<file path="src/rtl/gearbox_pkg.sv">
`default_nettype none
// =============================================================================
// Module      : gearbox_pkg
// Description : Shared state encodings and width helper for the N:M gearbox.
// Revision    : 1.0 - initial release
// =============================================================================
package gearbox_pkg;

    typedef enum logic [0:0] {
        ST_FILL  = 1'b0,
        ST_FLUSH = 1'b1
    } state_t;

    // Ceiling log2; clog2(1) = 0.
    function automatic int clog2(input int n);
        int r;
        int v;
        r = 0;
        v = n - 1;
        while (v > 0) begin
            r = r + 1;
            v = v >> 1;
        end
        return r;
    endfunction

endpackage
`default_nettype wire

</file>
<file path="src/rtl/gearbox_nm.sv">
`default_nettype none
// =============================================================================
// Module      : gearbox_nm
// Description : Packet-aware IN_W -> OUT_W bit gearbox with zero-padded tail.
// Revision    : 1.0 - initial release
// =============================================================================
module gearbox_nm
    import gearbox_pkg::*;
#(
    parameter int IN_W  = 32,
    parameter int OUT_W = 24
) (
    input  logic                       clk,
    input  logic                       reset,
    input  logic [IN_W-1:0]            in_data,
    input  logic                       in_valid,
    input  logic                       in_last,
    output logic                       in_ready,
    output logic [OUT_W-1:0]           out_data,
    output logic                       out_valid,
    output logic                       out_last,
    output logic [clog2(OUT_W+1)-1:0]  out_vbits,
    input  logic                       out_ready
);

    localparam int BUF_W = IN_W + OUT_W;
    localparam int CNT_W = clog2(BUF_W + 1);
    localparam int VB_W  = clog2(OUT_W + 1);

    localparam logic [CNT_W-1:0] IN_CNT  = CNT_W'(IN_W);
    localparam logic [CNT_W-1:0] OUT_CNT = CNT_W'(OUT_W);
    localparam logic [CNT_W-1:0] ROOM    = CNT_W'(BUF_W - IN_W);

    logic [BUF_W-1:0] r_acc;
    logic [CNT_W-1:0] r_cnt;
    state_t           r_state;

    logic             w_push;
    logic             w_pop;
    logic [OUT_W-1:0] w_mask;
    logic [BUF_W-1:0] w_base;
    logic [BUF_W-1:0] w_ins;
    logic [CNT_W-1:0] w_pos;

    // Handshake-facing outputs depend on registers only, never on out_ready.
    always_comb begin
        in_ready  = (r_state == ST_FILL) && (r_cnt <= ROOM);
        out_valid = (r_cnt >= OUT_CNT) || ((r_state == ST_FLUSH) && (r_cnt != '0));
        out_last  = (r_state == ST_FLUSH) && (r_cnt != '0) && (r_cnt <= OUT_CNT);
        out_vbits = out_last ? r_cnt[VB_W-1:0] : VB_W'(OUT_W);

        w_mask = '0;
        for (int i = 0; i < OUT_W; i++) begin
            w_mask[i] = (i < int'(r_cnt));
        end
        out_data = r_acc[OUT_W-1:0] & w_mask;
    end

    // A simultaneous pop shifts the buffer first, so the append lands at cnt-OUT_W.
    always_comb begin
        w_push = in_valid && in_ready;
        w_pop  = out_valid && out_ready;
        w_base = w_pop ? (r_acc >> OUT_W) : r_acc;
        w_pos  = w_pop ? (r_cnt - OUT_CNT) : r_cnt;
        w_ins  = BUF_W'(in_data) << w_pos;
    end

    always_ff @(posedge clk) begin
        if (reset) begin
            r_acc   <= '0;
            r_cnt   <= '0;
            r_state <= ST_FILL;
        end else if (w_pop && out_last) begin
            // Tail word leaves: buffer is empty and FLUSH blocks any push.
            r_acc   <= '0;
            r_cnt   <= '0;
            r_state <= ST_FILL;
        end else begin
            r_acc <= w_base | (w_push ? w_ins : '0);
            r_cnt <= r_cnt + (w_push ? IN_CNT : '0) - (w_pop ? OUT_CNT : '0);
            if (w_push && in_last) begin
                r_state <= ST_FLUSH;
            end
        end
    end

endmodule
`default_nettype wire

</file>
<file path="config.mk">
export PLATFORM = sky130hd
export DESIGN_NAME = gearbox_nm
export DESIGN_NICKNAME = d
export VERILOG_FILES = /design/src/rtl/gearbox_pkg.sv /design/src/rtl/gearbox_nm.sv
export SDC_FILE = /design/constraint.sdc
export NUM_CORES = 1
export LEC_CHECK = 0
export ABC_AREA = 1
export BUFFER_PORTS_ARGS = -buffer_cell sky130_fd_sc_hd__buf_2
export CELL_PAD_IN_SITES_DETAIL_PLACEMENT = 1
export CELL_PAD_IN_SITES_GLOBAL_PLACEMENT = 2
export CORE_UTILIZATION = 29
export DETAILED_ROUTE_END_ITERATION = 7
export PLACE_DENSITY_LB_ADDON = 0.2
export SLEW_MARGIN = 20
export SYNTH_ARGS = -nofsm -noshare
export SYNTH_HDL_FRONTEND = slang
export SYNTH_SLANG_ARGS = --single-unit
</file>
<file path="constraint.sdc">
create_clock -name clk -period 3.2 [get_ports clk]
set_input_delay 0.64 -clock clk [delete_from_list [all_inputs] [get_ports clk]]
set_output_delay 0.64 -clock clk [all_outputs]
set_load 0.1 [all_outputs]
</file>
* Word level (Yosys, flattened, before mapping)
Cells that the tools add are included.
Operators by class: add/subtract/negate cells 3, $mul 0, div/mod/pow operators 0, magnitude comparators 26, equal/unequal tests 0, shifts and indexed selects 1, mux-type cells 6, bitwise logic cells 3, reduce and logical (&&, ||, !) cells 10
Operators with widths (count):
- $mux W56 | 2
- $or A56 B56 Y56 | 1
- $shl A32 B6 Y56 | 1
- $lt A4 B6 Y1 const A | 8
- $lt A5 B6 Y1 const A | 8
- $and A24 B24 Y24 | 1
- $lt A3 B6 Y1 const A | 4
- $lt A1 B6 Y1 const A | 2
- $lt A2 B6 Y1 const A | 2
- $mux W6 | 2
- $mux W5 | 2
- $logic_and A1 B1 Y1 | 7
- $add A6 B6 Y6 | 1
- $ge A6 B5 Y1 const B | 1
- $le A6 B5 Y1 const B | 1
- $reduce_bool A6 Y1 | 1
- $sub A6 B5 Y6 | 1
- $sub A6 B5 Y6 const B | 1
- $reduce_or A2 Y1 | 1
- $logic_or A1 B1 Y1 | 1
- $not A1 Y1 | 1
Storage, ports and cells: flip-flop bits (word level) 63, bits in latches 0, RAM bits 0, ROM bits 0, bits of input ports 37, output and inout bits 32, logic and storage cells 52, memories kept 0

* Longest topological paths before layout
Gate-level depths: netlist of run 1.
depth after elaboration 8, mapped depth 16, depth with buffers taken out 12

* Worst setup path before layout of run 1
Ideal clock, no wire load.
path type register -> output, from register r_cnt[4], to output port out_vbits[3], arrival 3.307 ns, data required time 2.560 ns, slack -0.747 ns, cell stages (with the launch flop) 6, buffers on the path 0, path through dfxtp_1 > ha_1 > ha_1 > nor2_1 > nor2_1 > nand2_1
Between the ends: word-level cells in the longest chain between the ends 4, elaborated cells between the ends (all ways) 5, classes of those cells 1 x order compare; 1 x mux; 3 x reduce/logical
Ends and longest elaborated chain:
- start: declaration | RTL line gearbox_nm.sv:35 | logic [CNT_W-1:0] r_cnt;
- start signal: assignment | RTL line gearbox_nm.sv:80 | r_cnt <= r_cnt + (w_push ? IN_CNT : '0) - (w_pop ? OUT_CNT : '0);
- parallel branches: the longest is 2 deep, another holds $le A6 B5 Y1
- $logic_and A1 B1 Y1 * | RTL line gearbox_nm.sv:49 | out_last = (r_state == ST_FLUSH) && (r_cnt != '0) && (r_cnt <= OUT_CNT);
- named net out_last | RTL line gearbox_nm.sv:21 | output logic out_last,
- $mux W5 * | RTL line gearbox_nm.sv:50 | out_vbits = out_last ? r_cnt[VB_W-1:0] : VB_W'(OUT_W);
- end: declaration | RTL line gearbox_nm.sv:22 | output logic [clog2(OUT_W+1)-1:0] out_vbits,
Mark *: on every way through the listed nets, which the timed path passes.

* Worst setup path after layout of run 1
from register r_cnt[4], to register r_acc[11]
Between the ends: word-level cells in the longest chain between the ends 8, elaborated cells between the ends (all ways) 17, classes of those cells 1 x add/sub; 2 x order compare; 1 x shift; 3 x mux; 1 x bitwise; 9 x reduce/logical
Ends and longest elaborated chain:
- parallel branches: the longest is 8 deep, another holds $ge A6 B5 Y1
- end signal: assignment | RTL line gearbox_nm.sv:79 | r_acc <= w_base | (w_push ? w_ins : '0);
- end: declaration | RTL line gearbox_nm.sv:34 | logic [BUF_W-1:0] r_acc;
Several ways; the timed one is not identified. A chain may end at the register's enable or synchronous reset.

==> results of run 1 <==
layout make-up:
| type | instances | share of cell area |
|---|---|---|
| Tap cell | 172 | 0.0474 |
| Clock buffer | 11 | 0.0535 |
| Sequential cell | 60 | 0.265 |
| Inverter | 72 | 0.0596 |
| Timing Repair Buffer | 76 | 0.0954 |
| Clock inverter | 5 | 0.00607 |
| Multi-Input combinational cell | 461 | 0.473 |
kinds of logic after synthesis:
group                      after synthesis  synth area share
and+or+nand+nor                        319             0.351
adders and majority gates                6            0.0216
xor gates and xnor gates                 2           0.00457
AOI/OAI and AO/OA                      131             0.180
other                                    1          0.000979
buffers and inverters                  112             0.128
DFF                                     60             0.314
worst min path at each step:
stage / startpoint / endpoint / slack, ns
after floorplan: r_acc[37] / r_acc[37] / 0.45
after global placement: r_acc[53] / r_acc[53] / 0.45
after detailed placement: r_acc[50] / r_acc[50] / 0.46
after CTS: r_acc[50] / r_acc[50] / 0.47
after global routing: r_acc[32] / r_acc[32] / 0.48
final: r_acc[52] / r_acc[52] / 0.46
worst register-to-register path, cell delays in order (launching register included):
cell,delay (ns)
dfxtp_1,0.38
ha_1,0.22
ha_1,0.20
nor2_2,0.15
nand2_4,0.09
nand2_4,0.12
ha_1,0.28
buf_12,0.19
o21ai_0,0.50
nor2_1,0.18
a21oi_1,0.19
nor2_1,0.05
metrics by stage:
step	cells	TNS, ns	power, mW
finish	857	0	5.29
global route	857	0	5.73
CTS	857	0	5.33
detailed placement	841	0	4.41
global placement	841	0	4.38
floorplan	633	-0.0668	3.57
flip-flops by register name (all words and copies together), names as in the netlist:
| signal | flops |
|---|---|
| r_acc | 56 |
| r_cnt | 3 |
| r_state | 1 |
power groups by stage:
stage	Clock (mW)	Combinational, mW	Sequential (mW)
2_1_floorplan	0	2.48	1.10
3_3_place_gp	0	3.26	1.12
3_5_place_dp	0	3.28	1.13
4_1_cts	0.929	3.29	1.11
5_1_grt	0.967	3.62	1.14
6_report	0.904	3.27	1.11
layer usage:
layer / GRT usage / share of wire / wire length, um / vias up
met2: 0.340 / 0.42 / 5980 / 97
met5: 0 / 0 / 0 / -
li1: - / - / - / 2077
met4: 0.0751 / 0.017 / 238 / 0
met3: 0.0391 / 0.040 / 576 / 15
met1: 0.330 / 0.52 / 7430 / 1872
cell usage after synthesis (3+ instances only):
master / number / area [um^2]
a21boi_1: 8 / 60.1
ha_1: 5 / 62.6
inv_2: 5 / 18.8
o21ai_1: 3 / 15.0
nand3_1: 40 / 200
nor2_4: 4 / 45.0
nand2_1: 190 / 713
inv_1: 67 / 251
nand2_2: 6 / 37.5
nand2_4: 5 / 56.3
clkbuf_1: 15 / 56.3
dfxtp_1: 60 / 1200
buf_2: 15 / 75.1
nor2_1: 71 / 267
a21oi_1: 58 / 290
a31oi_1: 8 / 50.1
buf_4: 6 / 45.0
buf_6: 4 / 45.0
o21ai_0: 52 / 260
==> impl_metrics.ini, run 1 <==
[status]
status = finished, final reports clean

[final_layout]
final_util = 0.355
regArea_mm2 = 0.00120
final_common_cell = nand2_1
syn2layout_area_growth_pct = 18.5
drive_gt1_frac = 0.168
antenna_cells = 0
final_cell_mix = nand2_1, nor2_1, inv_1, buf_2, dfxtp_1
finish.instance_area_mm2 = 0.00454
fin_nets = 723
fill_cells = 1718
multi_input_area_mm2 = 0.00215

[setup_path]
crit_chain = ha_1 > ha_1 > nor2_2 > nand2_4 > nand2_4 > ha_1 > buf_12 > o21ai_0 > nor2_1 > a21oi_1 > nor2_1
ff2ff_path_depth = 11
cp-end-kind = flip-flop
cp-startpoint = r_cnt[4]
startpoint_type = flip-flop
crit_end = r_acc[11]
crit_path_top_delay_cell = o21ai_0
r2r_setup_slack_ns = 0.54
crit_family = adder cells
cp.depth = 11
timing.rr.start = r_cnt[4]
worstPathArrival_ns = 2.88
r2r_end = r_acc[11]
critPathRequiredTime_ns = 3.42
critPathKind = reg2reg
critPathMaxStageDelay_ns = 0.48
path_buf_inv = 1
path_max_fanout = 50
cpMostUsedCell = ha_1

[die]
die_h_um = 117
initial_core_util = 0.300
rows = 41
top_level_ports = 69
die_w_um = 117
core_area_mm2 = 0.0128
die_area_mm2 = 0.0137

[logic_synthesis]
netlist_area_mm2 = 0.00383
syn_area_per_cell_um2 = 6.07
synth-seq-cells = 60
synth_warnings = 0
ys_types = 28
synth_edf_count = 0
async_flop_share = 0
ys_seq_area_frac = 0.314
netlist_instances = 631
ys.flop_type = dfxtp_1

[drt]
wl_um = 14200
wire_per_inst_um = 16.6
vias = 4061
drc_errors = 0
drt-initial-drc-count = 258
ant_nets = 0
drt_first_pass_iters = 5
avgViaCountPerCell = 4.74

[power_and_ir_drop]
pwr-share-clk = 0.171
power.density_mw_per_mm2 = 1170
p_int_mw = 2.39
seqPwrFrac = 0.210
peakVddDrop_v = 0.00102
swShare = 0.549
p_leak_nw = 2.12
pwr-share-comb = 0.619
power.switching_mw = 2.90

[placed_design]
place_congestion = 0.827
pre_cts_slack_ns = 0.530
placed_area_mm2 = 0.00427
dp_hpwl_um = 10700
portBuffers = 65

[worst_hold_path]
hold_path_class = reg2reg
hold_depth = 2

[clock_network]
clk_pin_slew_ns = 0.06
cts_buffers = 9
worstSkewPairLatency_ns = 0.34
htreeDepth = 3
clock_path_buffers = 2
cts_tree = built
cts.repair.resized = 0
cts_hold_buf = 0
post_cts_buffers = 0
cts_sinks = 60
cts_root_buffer = clkbuf_16

[timing]
whs_ns = 0.462
hold_viol = 0
tightest_slew_ns = 0.956
finalCriticalPeriod_ns = 2.66
rsz0062_at_grt = no
max_freq_mhz = 375
fin_ws_ns = 0.535
report.final.slew_viol_count = 0
slew_headroom = 0.361
setup_viol = 0
fin_skew_ns = 0.00707
min_period_over_period = 0.833

[global_route]
first_global_vias = 3975
antenna_found_initial = 0
grtUsageTotal = 0.228
grt_max_degree = 51
grt_pass1_wl_um = 22700
grt_overflow = 0

[flow_run]
drv_cap = 0
Note: power is estimated with default switching activity, not from simulation.
==> run 2, diff against run 1 <==
ABC_AREA = 0   (was 1)
CORE_UTILIZATION = 33   (was 29)
clock period = 2.5 ns   (was 3.2 ns; I/O delays follow)
==> impl_metrics.ini, run 2 <==
[drt]
wire_per_inst_um = 20.7
drt_first_pass_iters = 4
drc_errors = 0
ant_nets = 0
drt-initial-drc-count = 157
vias = 3400
wl_um = 12800
avgViaCountPerCell = 5.49

[placed_design]
dp_hpwl_um = 8620
portBuffers = 65
pre_cts_slack_ns = -0.0811
place_congestion = 0.856

[setup_path]
crit_path_top_delay_cell = a2111oi_4
cpMostUsedCell = ha_4
worstPathArrival_ns = 2.79
crit_chain = ha_4 > ha_4 > a2111oi_4 > nor3b_4 > inv_4 > ha_4 > fa_2 > xnor2_2 > xnor2_1 > xnor2_1 > nor2_1
critPathKind = reg2reg
cp-end-kind = flip-flop
path_max_fanout = 5
critPathMaxStageDelay_ns = 0.38
critPathRequiredTime_ns = 2.71
startpoint_type = flip-flop

[final_layout]
final_cell_mix = dfxtp_1, mux2i_1, buf_2, buf_4, o22ai_1
fin_nets = 521
antenna_cells = 0
syn2layout_area_growth_pct = 54.7
max_flop_register = r_acc
reg_top3 = r_acc (56), r_cnt (3), r_state (1)
largest_register_ffs = 56
drive_gt1_frac = 0.487
final_util = 0.523
final_common_cell = dfxtp_1
fill_cells = 1148

[logic_synthesis]
synth_top_area_frac = 0.346
ys_top_cells_by_count = dfxtp_1, mux2i_1, o22ai_1
synth_top_area_cell = dfxtp_1
syn_area_per_cell_um2 = 9.21
ys_types = 50
yosys-top-cells-area = dfxtp_1, mux2i_1, o22ai_1
ys_seq_area_frac = 0.346
async_flop_share = 0
netlist_instances = 377
synth-seq-cells = 60
ys.flop_type = dfxtp_1
synth_warnings = 0
netlist_area_mm2 = 0.00347
synth_most_common_cell = dfxtp_1
synth_edf_count = 0

[timing]
fin_skew_ns = 0.00752
slew_headroom = 0.615
rsz0062_at_grt = yes
finalCriticalPeriod_ns = 2.58
hold_viol = 0
max_freq_mhz = 388
min_period_over_period = 1.03
report.final.slew_viol_count = 0
tightest_slew_ns = 0.577
setup_viol = 10
tns_ns = -0.373
fin_ws_ns = -0.0766

[die]
top_level_ports = 69
die_h_um = 105
die_w_um = 105
core_area_mm2 = 0.0103
rows = 37
die_area_mm2 = 0.0109
initial_core_util = 0.338

[global_route]
grt_max_degree = 47
grt_pass1_wl_um = 18800
grtUsageTotal = 0.223
grt_overflow = 0
antenna_found_initial = 0
first_global_vias = 3439

[power_and_ir_drop]
peakVddDrop_v = 0.000461
power.density_mw_per_mm2 = 1140
p_leak_nw = 2.23

[clock_network]
cts_hold_buf = 0
cts_root_buffer = clkbuf_8
worstSkewPairLatency_ns = 0.34
htreeDepth = 3
clock_path_buffers = 2
cts_sinks = 60
cts_tree = built
cts_buffers = 9
clk_pin_slew_ns = 0.07

[status]
violations = negative setup slack
status = finished, violations left

[flow_run]
drv_cap = 0

[worst_hold_path]
hold_path_class = in2reg
## run 2: metal layers
metal | share of wire | GRT usage | vias to the layer above
li1 | - | - | 1601
met1 | 0.43 | 0.265 | 1695
met2 | 0.52 | 0.412 | 87
met3 | 0.034 | 0.0399 | 17
met4 | 0.015 | 0.0543 | 0
met5 | 0 | 0 | -
## run 2: path summary, 6_finish.rpt
path	from	end	slack [ns]	depth (start not counted)
hold reg to reg	r_acc[52]	r_acc[52]	0.47	1
setup / recovery	r_cnt[3]	r_cnt[5]	-0.08	11
setup reg to reg	r_cnt[3]	r_cnt[5]	-0.08	11
hold / removal	in_data[16]	r_acc[32]	0.42	2
## run 2: cell type report
type | instances | area (um^2) | area share
multi-input combinational | 279 | 2570 | 0.478
timing repair buffer | 123 | 1220 | 0.228
clock buffer | 15 | 176 | 0.0328
sequential | 60 | 1210 | 0.225
clock inverter | 1 | 5.00 | 0.000932
tap | 136 | 170 | 0.0317
inverter | 5 | 23.8 | 0.00442
## run 2: timing repair
item / in CTS / in global routing
endpoints found under the setup margin: 21 / 56
pin swaps: 2 / 20
resized for setup: 8 / 63
cloned: 1 / 3
buffers inserted: 3 / 15
## run 2: critical path: cells and delay by family, from the launching register on
kind            cells  cell delay (ns)
buf+inv             1             0.13
xor+xnor            3             0.46
flops               1             0.36
simple gates        2             0.14
compound gates      1             0.38
fa+ha+maj           4             0.96
## run 2: cells by family (layout without fill, tap and decap cells)
kind of cell               Yosys count  count (layout)  share of synthesized area
other                                1               3                    0.00108
and+or+nand+nor                    104             104                      0.168
DFF                                 60              60                      0.346
muxes                               69              69                      0.204
AOI/OAI and AO/OA                   93              93                      0.197
xor gates and xnor gates             3               3                    0.00757
buffers and inverters               40             144                     0.0508
adders and majority gates            7               7                     0.0267
## run 2: stage by stage
stage               hold slack [ns]  power [mW]  cell area (um^2)  std cells
finish                        0.417        6.10              5370        619
global route                  0.412        6.36              5370        619
CTS                           0.403        5.46              4870        601
detailed placement            0.454        4.52              4610        581
global placement              0.452        4.46              4610        581
floorplan                     0.432        3.59              3770        379
## run 2: power breakdown
group	internal (mW)	leakage [nW]	total, mW	switching, mW
Combinational	1.79	1.65	3.93	2.15
Sequential	1.20	0.490	1.34	0.145
Clock	0.442	0.0937	0.829	0.388
Total	3.42	2.23	6.10	2.68
==> run 3, diff against run 2 <==
CORE_UTILIZATION = 35   (was 33)
CTS_BUF_LIST = sky130_fd_sc_hd__clkbuf_8   (was default)
==> impl_metrics.ini, run 3 (same netlist as run 2, synthesis figures left out) <==
[clock_network]
cts_tree = built
worstSkewPairLatency_ns = 0.35
clk_pin_slew_ns = 0.07
cts_root_buffer = clkbuf_8
cts_sinks = 60
cts_buffers = 9
htreeDepth = 3
clock_path_buffers = 2

[placed_design]
dp_hpwl_um = 9050
place_congestion = 0.959
dp_cells = 575
pre_cts_slack_ns = -0.0944
portBuffers = 65

[status]
violations = negative setup slack
status = finished, violations left

[timing]
slew_headroom = 0.337
setup_viol = 13
fin_ws_ns = -0.0935
min_period_over_period = 1.04
fin_skew_ns = 0.00907
report.final.slew_viol_count = 0
tightest_slew_ns = 0.994
rsz0062_at_grt = yes
hold_viol = 0
max_freq_mhz = 386
finalCriticalPeriod_ns = 2.59

[die]
initial_core_util = 0.369
core_area_mm2 = 0.00942
die_h_um = 102
die_area_mm2 = 0.0103
top_level_ports = 69
rows = 35
die_w_um = 102

[final_layout]
fin_nets = 519
final_common_cell = dfxtp_1
reg_top3 = r_acc (56), r_cnt (3), r_state (1)
final_cell_mix = dfxtp_1, mux2i_1, buf_2, buf_4, o22ai_1
syn2layout_area_growth_pct = 52.8
antenna_cells = 0
drive_gt1_frac = 0.472
max_flop_register = r_acc
fin_cells = 610
largest_register_ffs = 56

[setup_path]
startpoint_type = flip-flop
worstPathArrival_ns = 2.80
critPathKind = reg2reg
cp-end-kind = flip-flop
critPathRequiredTime_ns = 2.71
path_max_fanout = 4

[power_and_ir_drop]
peakVddDrop_v = 0.000399
p_leak_nw = 2.24
power.density_mw_per_mm2 = 1170

[global_route]
use_met3 = 0.0400
grt_overflow = 0
grtUsageTotal = 0.265
busiest_layer = met2
met1_usage = 0.296
antenna_found_initial = 0
first_global_vias = 3661
grt_max_degree = 47
grt_pass1_wl_um = 20000
use_met2 = 0.476

[drt]
drt_first_pass_iters = 4
avgViaCountPerCell = 5.74
drt-initial-drc-count = 101
drc_errors = 0
wire_per_inst_um = 23.1
ant_nets = 0
wl_um = 14100
vias = 3501

[worst_hold_path]
hold_path_class = in2reg

[flow_run]
drv_cap = 0
run 3: changes by cell type in the layout (fill, tap and decap cells not counted), sizes merged:
cell      before  now
clkbuf        18   13
buf          120  118
bufinv         0    2
inv            5    7
clkinvlp       0    1
run 3: final cells by class:
type | count | area (um^2)
timing repair buffer | 121 | 1220
clock inverter | 6 | 80.1
clock buffer | 10 | 138
tap | 129 | 161
inverter | 5 | 21.3
multi-input combinational | 279 | 2470
sequential | 60 | 1210
fill | 1013 | 4110
run 3: final timing paths:
path | start | to | slack (ns) | cells past startpoint
worst max register to register | r_cnt[3] | r_cnt[5] | -0.09 | 12
worst max-delay path | r_cnt[3] | r_cnt[5] | -0.09 | 12
worst min register to register | r_acc[52] | r_acc[52] | 0.49 | 1
worst min-delay path | in_data[16] | r_acc[32] | 0.39 | 2
run 3: power by group:
part / internal [mW] / total (mW) / switching (mW)
combinational: 1.70 / 3.86 / 2.16
clock: 0.579 / 0.988 / 0.409
sequential: 1.20 / 1.35 / 0.156
total: 3.48 / 6.21 / 2.73
run 3: critical path, cell delays in order (launching register included):
cell and delay (ns):
dfxtp_4 0.36, ha_4 0.16, ha_4 0.18, a2111oi_4 0.28, nor3b_4 0.08, inv_2 0.12
buf_4 0.13, ha_1 0.24, fa_2 0.37, xnor2_2 0.15, xnor2_1 0.19, xnor2_1 0.13
nor2_1 0.05
run 3: metal layers:
layer	wire length (um)	part of all wire	vias to the layer above
met5	0	0	-
met1	5620	0.40	1751
met4	633	0.045	0
met3	590	0.042	43
met2	7240	0.51	116
li1	-	-	1591
run 3: metrics by stage:
step	utilization	hold WS, ns	area (um^2)	setup TNS (ns)	total power [mW]
floorplan	-	0.432	3770	-6.58	3.59
global route	0.563	0.392	5300	-1.67	6.45
CTS	0.527	0.383	4960	-0.109	5.69
detailed placement	0.491	0.470	4620	-0.943	4.55
finish	0.563	0.388	5300	-0.466	6.21
global placement	0.491	0.461	4620	-0.0192	4.50
run 3: what timing repair did:
action,4_1_cts,5_1_grt
buffers inserted,5,11
pin swaps,5,13
setup endpoints to repair,28,60
gates cloned,0,3
resized for setup,16,39
hold buffers,0,0
